File: config.mk
export PLATFORM = sky130hd
export DESIGN_NAME = tt_sweep_ctrl
export DESIGN_NICKNAME = d
export VERILOG_FILES = /design/src/rtl/tt_sweep_ctrl.sv
export SDC_FILE = /design/constraint.sdc
export NUM_CORES = 1
export LEC_CHECK = 0
export CORE_MARGIN = 2
export CORE_UTILIZATION = 33
export CTS_CLUSTER_SIZE = 28
export DETAILED_ROUTE_END_ITERATION = 8
export HOLD_SLACK_MARGIN = 0.06
export PLACE_DENSITY = 0.55
export SLEW_MARGIN = 10
export SYNTH_ARGS = -nofsm -noshare
export SYNTH_HDL_FRONTEND = slang
export SYNTH_SLANG_ARGS = --single-unit
File: constraint.sdc
create_clock -name clk -period 3.45 [get_ports clk]
set_input_delay 0.5175 -clock clk [delete_from_list [all_inputs] [get_ports clk]]
set_output_delay 0.5175 -clock clk [all_outputs]
set_load 0.005 [all_outputs]
File: src/rtl/tt_sweep_ctrl.sv
// ----------------------------------------------------------------------------
// tt_sweep_ctrl
//   Truth-table sweep sequencer for one combinational NOT/NOR gate netlist.
//   Drives every input vector 0..2**N_IN-1 into the gate, waits SETTLE_CYCLES
//   per vector, samples the gate output, assembles the captured truth table
//   and compares it with an expected word captured at start.
//
// Parameters
//   N_IN           gate input count (1..6); table width TT_W = 2**N_IN
//   SETTLE_CYCLES  wait cycles per vector before sampling (0..255)
//
// Ports
//   clk         in   clock, rising edge
//   rst         in   asynchronous active-high reset
//   start_i     in   sweep request, accepted only in IDLE
//   expected_i  in   expected truth table, captured on accept
//   gate_in_o   out  vector driven to the gate
//   gate_out_i  in   gate output
//   busy_o      out  high from the cycle after accept until done_o
//   done_o      out  one-cycle completion pulse
//   tt_o        out  captured table, bit i = gate output for vector i
//   match_o     out  tt_o == captured expected, valid with done_o, held after
//   err_cnt_o   out  (TT_SWEEP_ERRCNT_EN only) count of mismatching rows
//
// Configuration macro: TT_SWEEP_ERRCNT_EN adds err_cnt_o and its counter.
// ----------------------------------------------------------------------------
module tt_sweep_ctrl #(
  parameter int unsigned N_IN          = 4,
  parameter int unsigned SETTLE_CYCLES = 4
) (
  input  logic                 clk,
  input  logic                 rst,
  input  logic                 start_i,
  input  logic [2**N_IN-1:0]   expected_i,
  output logic [N_IN-1:0]      gate_in_o,
  input  logic                 gate_out_i,
  output logic                 busy_o,
  output logic                 done_o,
  output logic [2**N_IN-1:0]   tt_o,
  output logic                 match_o
`ifdef TT_SWEEP_ERRCNT_EN
  ,
  output logic [N_IN:0]        err_cnt_o
`endif
);

  localparam int unsigned TT_W          = 2**N_IN;
  localparam bit          LP_HAS_SETTLE = (SETTLE_CYCLES > 0);
  localparam logic [7:0]  LP_CNT_LAST   = LP_HAS_SETTLE ? 8'(SETTLE_CYCLES - 1) : 8'd0;

  typedef enum logic [1:0] {
    S_IDLE,
    S_SETTLE,
    S_SAMPLE,
    S_DONE
  } state_t;

  state_t            r_state;
  logic [N_IN-1:0]   r_vec;
  logic [7:0]        r_cnt;
  logic [TT_W-1:0]   r_exp;
  logic [TT_W-1:0]   r_tt;
  logic              r_busy;
  logic              r_done;
  logic              r_match;

  logic [TT_W-1:0]   w_tt_next;
  logic              w_last_vec;
  logic              w_cnt_last;

  // Table including the bit being sampled this cycle, so match_o can be
  // registered on the same edge that enters DONE and be valid with done_o.
  always_comb begin
    w_tt_next        = r_tt;
    w_tt_next[r_vec] = gate_out_i;
    w_last_vec       = (r_vec == '1);
    w_cnt_last       = (r_cnt == LP_CNT_LAST);
  end

`ifdef TT_SWEEP_ERRCNT_EN
  logic [N_IN:0]     r_err;
  logic              w_miss;

  always_comb begin
    w_miss = gate_out_i ^ r_exp[r_vec];
  end

  always_ff @(posedge clk or posedge rst) begin
    if (rst) begin
      r_err <= '0;
    end else if (r_state == S_IDLE && start_i) begin
      r_err <= '0;
    end else if (r_state == S_SAMPLE) begin
      r_err <= r_err + {{N_IN{1'b0}}, w_miss};
    end
  end

  assign err_cnt_o = r_err;
`endif

  always_ff @(posedge clk or posedge rst) begin
    if (rst) begin
      r_state <= S_IDLE;
      r_vec   <= '0;
      r_cnt   <= '0;
      r_exp   <= '0;
      r_tt    <= '0;
      r_busy  <= 1'b0;
      r_done  <= 1'b0;
      r_match <= 1'b0;
    end else begin
      case (r_state)
        S_IDLE: begin
          if (start_i) begin
            r_exp   <= expected_i;
            r_tt    <= '0;
            r_match <= 1'b0;
            r_vec   <= '0;
            r_cnt   <= '0;
            r_busy  <= 1'b1;
            r_state <= LP_HAS_SETTLE ? S_SETTLE : S_SAMPLE;
          end
        end

        S_SETTLE: begin
          if (w_cnt_last) begin
            r_state <= S_SAMPLE;
          end else begin
            r_cnt <= r_cnt + 8'd1;
          end
        end

        S_SAMPLE: begin
          r_tt <= w_tt_next;
          if (w_last_vec) begin
            // Vector counter is not incremented here, so gate_in_o holds TT_W-1.
            r_state <= S_DONE;
            r_done  <= 1'b1;
            r_busy  <= 1'b0;
            r_match <= (w_tt_next == r_exp);
          end else begin
            r_vec   <= r_vec + 1'b1;
            r_cnt   <= '0;
            r_state <= LP_HAS_SETTLE ? S_SETTLE : S_SAMPLE;
          end
        end

        S_DONE: begin
          r_done  <= 1'b0;
          r_state <= S_IDLE;
        end

        default: begin
          r_state <= S_IDLE;
        end
      endcase
    end
  end

  assign gate_in_o = r_vec;
  assign busy_o    = r_busy;
  assign done_o    = r_done;
  assign tt_o      = r_tt;
  assign match_o   = r_match;

endmodule

==> results.txt <==
----------------------------------------------------
[Outcome]
  Run status ... finished clean

[Worst hold path]
  HP Class ... reg2reg
  Startpoint of the worst hold path ... busy_o

[Synth]
  Adder-Cell Fraction of Synth Area ... 2.79%
  Post-synthesis instance area ... 2690 um2
  Post-synthesis instance total ... 279
  Cell types with the highest counts after synthesis ... 49 x sky130_fd_sc_hd__dfrtp_1, 31 x sky130_fd_sc_hd__o21ai_0, 26 x sky130_fd_sc_hd__nand2_1, 20 x sky130_fd_sc_hd__a21oi_1, 15 x sky130_fd_sc_hd__mux2_2
  Xor-xnor portion of the synthesized cell area ... 4.89%
  Most used flip-flop cell after synthesis ... sky130_fd_sc_hd__dfrtp_1
  EDFF count, synth ... 0
  Complex-gate fraction of the synthesized area ... 17.8%
  Area fraction in and, or, nand and nor cells after synthesis ... 15.4%
  Share of flip-flops with an asynchronous set or reset after synthesis ... 100%
  Syn. warnings ... 0
  Multiplexer area fraction after synthesis ... 8.52%
  Synth top area share ... 45.6%
  Synthesized net count ... 305
  Total of flip-flops plus latches after synthesis ... 49
  Main combinational cell family by area after synthesis ... compound AO/OA/AOI/OAI gates
  Most common cell in the netlist ... sky130_fd_sc_hd__dfrtp_1
  Fraction of the yosys area taken by sequential cells ... 45.6%
  Leading area contributor after synthesis ... sky130_fd_sc_hd__dfrtp_1
  Cell types with the largest area share after synthesis ... sky130_fd_sc_hd__dfrtp_1 46%, sky130_fd_sc_hd__mux2_2 6.3%, sky130_fd_sc_hd__o21ai_0 5.8%, sky130_fd_sc_hd__xor2_1 3.9%, sky130_fd_sc_hd__a21oi_1 3.7%
  Average footprint of a synthesized cell ... 9.63 um2
  Count of distinct cell types in the synthesized netlist ... 49

[Timing]
  Final clock period utilization by the worst path ... 76.3%
  Max-slew headroom at the worst pin ... 59.8%
  RSZ-0062 raised after global routing ... no
  Maximum clock frequency ... 380 MHz
  Final number of hold-violating endpoints ... 0
  Min Clock Period, post-route ... 2.63 ns
  Setup-violating endpoint count in the final report ... 0
  Worst Max-Slew Pin Slew ... 0.595 ns
  Final Slew Violations ... 0
  Total negative slack ... 0 ns
  Clock Skew ... 0.0127 ns
  Worst hold slack ... 0.494 ns

[Placement]
  Instance area after placement ... 3190 um2
  Number of placed instances, taps included ... 411
  Half-perimeter wire length after detailed placement ... 4860 um
  Final Wtd Congestion ... 0.856
  Buffers added on ports ... 42

[Cells and area]
  Layout Area Growth over Synthesis ... 23.5%
  Final Non-Filler Cells ... 419
  Final net count ... 342
  Filler cell count in the final layout ... 785
  Final non-filler cell area ... 3320 um2
  Number of antenna diodes ... 0
  Area of combinational cells with multiple inputs ... 1330 um2
  Layout cell share with drive strength beyond 1 ... 11.0%
  Final standard cell utilization of the core ... 42.5%
  Register area ... 1230 um2

[Floorplan]
  Die Y-Extent ... 94.2 um
  Horizontal die dimension ... 94.2 um
  Floorplan row count ... 32
  Effective utilization at floorplan ... 34.4%
  Die area ... 8880 um2
  Standard cell core area ... 7810 um2
  I/O pin count ... 43

[Critical path]
  Critical Path AT ... 2.85 ns
  Number of cells on the worst reg-to-reg path ... 7
  Startpoint of the most critical register-to-register path ... gate_in_o[0]
  Critical path capture point type ... flop
  Cell with the largest stage delay on the worst path ... sky130_fd_sc_hd__or4_1
  Ordered list of cells on the worst path ... ha_1 > and3_1 > o211ai_1 > a311oi_1 > nand3_1 > or4_1 > o31ai_1
  Critical Path Max Stage Delay ... 0.50 ns
  Startpoint of the most critical setup path ... gate_in_o[0]
  Setup slack on the worst flop-to-flop path ... 0.82 ns
  Critical path capture point ... match_o
  Required @ worst endpoint ... 3.66 ns
  Crit start category ... flop
  Kind of critical path ... reg2reg
  End of the worst register-to-register path ... match_o
  Maximum fanout along the worst path ... 10

[Route]
  Count of antenna-violating nets left after detailed routing ... 0
  First-pass iteration count of the detailed router ... 4
  Final routed wire length divided by cell count ... 16.0 um
  DRC errors left ... 0
  Via count ... 2188
  Final wirelength ... 6680 um
  Vias per cell ... 5.22
  Count of routing violations after the opening detailed-route iteration ... 106

[Global route]
  Number of antenna violations at the first check in global routing ... 0
  Vias in the first global route ... 2189
  GRT Residual Overflow ... 0
  Largest net degree at the start of global routing ... 30
  First-pass GRT wire length ... 11200 um
  Total GRT Usage ... 16.2%

[Clock network]
  Number of gates resized after CTS ... 0
  H-tree levels ... 2
  Post-CTS repair timing setup buffer count ... 0
  # hold bufs at CTS ... 0
  Cell chosen for the clock root ... sky130_fd_sc_hd__clkbuf_8
  Buffers from clock root to sink, at most ... 2
  Insertion delay to the later sink of the worst-skew pair ... 0.31 ns
  CTS Buf Count ... 5
  Clock tree from TritonCTS ... done
  Number of sinks handled by clock tree synthesis ... 49
  Clock Pin Slew Worst Setup and Hold Paths ... 0.10 ns

[Pwr]
  Leakage ... 1.40 nW
  Peak VDD IR ... 0.000200 V
  Power density of the placed cells ... 618 nW/um2

[Run]
  MaxCap Viol Count ... 0

----------------------------------------------------
## per-layer routing
layer | vias to the layer above | GRT usage, % | part of all wire, %
met1 | 1063 | 23.0 | 49
met3 | 7 | 3.37 | 4.5
met5 | - | 0 | 0
met2 | 52 | 24.9 | 45
met4 | 0 | 4.71 | 1.2
li1 | 1066 | - | -
## where the power goes
part	switching, W	total [W]	internal, W	leakage, nW
registers	0.000156	0.000869	0.000713	0.637
logic	0.000363	0.000696	0.000333	0.699
clock network	0.000200	0.000488	0.000288	0.0681
## cell families (layout without fill, tap and decap cells)
logic type               Yosys count  count (layout)
AO/OA/AOI/OAI                     79              79
XOR/XNOR                          15              15
adder cells (fa/ha/maj)            6               6
buffers and inverters             30              68
flip-flops                        49              49
multiplexers                      21              21
AND/OR/NAND/NOR                   79              79
## through the flow
| stage | setup WS [ns] | total power (W) |
|---|---|---|
| finish | 0.816 | 0.00205 |
| global route | 0.549 | 0.00221 |
| CTS | 0.801 | 0.00207 |
| detailed placement | 0.742 | 0.00158 |
| global placement | 0.811 | 0.00157 |
| floorplan | 1.21 | 0.00135 |
## cell type report
class	instances	share of cell area (%)
clock inverter	3	1.96
tap	102	3.84
sequential	49	36.9
clock buffer	5	2.07
multi-input combinational	200	40.0
timing repair buffer	46	13.6
inverter	14	1.58
## worst max-delay path, delay by kind of cell, from the launching register on
kind                     cells  cell delay, ns
AND/OR/NAND/NOR              3            0.99
adder cells (fa/ha/maj)      1            0.43
flip-flops                   1            0.47
AO/OA/AOI/OAI                3            0.66
## cells in the final DEF (no fill, tap or decap), drive strengths merged, types with 12 or more instances in the layout
cell and instances:
o21ai 31, nand2 27, a21oi 21, mux2 15, dfrtp 49, clkdlybuf4s50 42
xor2 12, inv 14, nor2 15
## registers in the layout (all words and copies together), names as in the netlist
name	flops
r_exp	16
tt_o	16
r_cnt	8
gate_in_o	4
r_state	2
busy_o	1
done_o	1
match_o	1
## worst min-delay path by stage
stage / to / slack (ns) / cells after the start
finish: busy_o / 0.49 / 1
global route: busy_o / 0.52 / 1
CTS: busy_o / 0.49 / 1
detailed placement: busy_o / 0.47 / 1
global placement: busy_o / 0.46 / 1
floorplan: busy_o / 0.47 / 1
(Power assumes the default switching activity.)
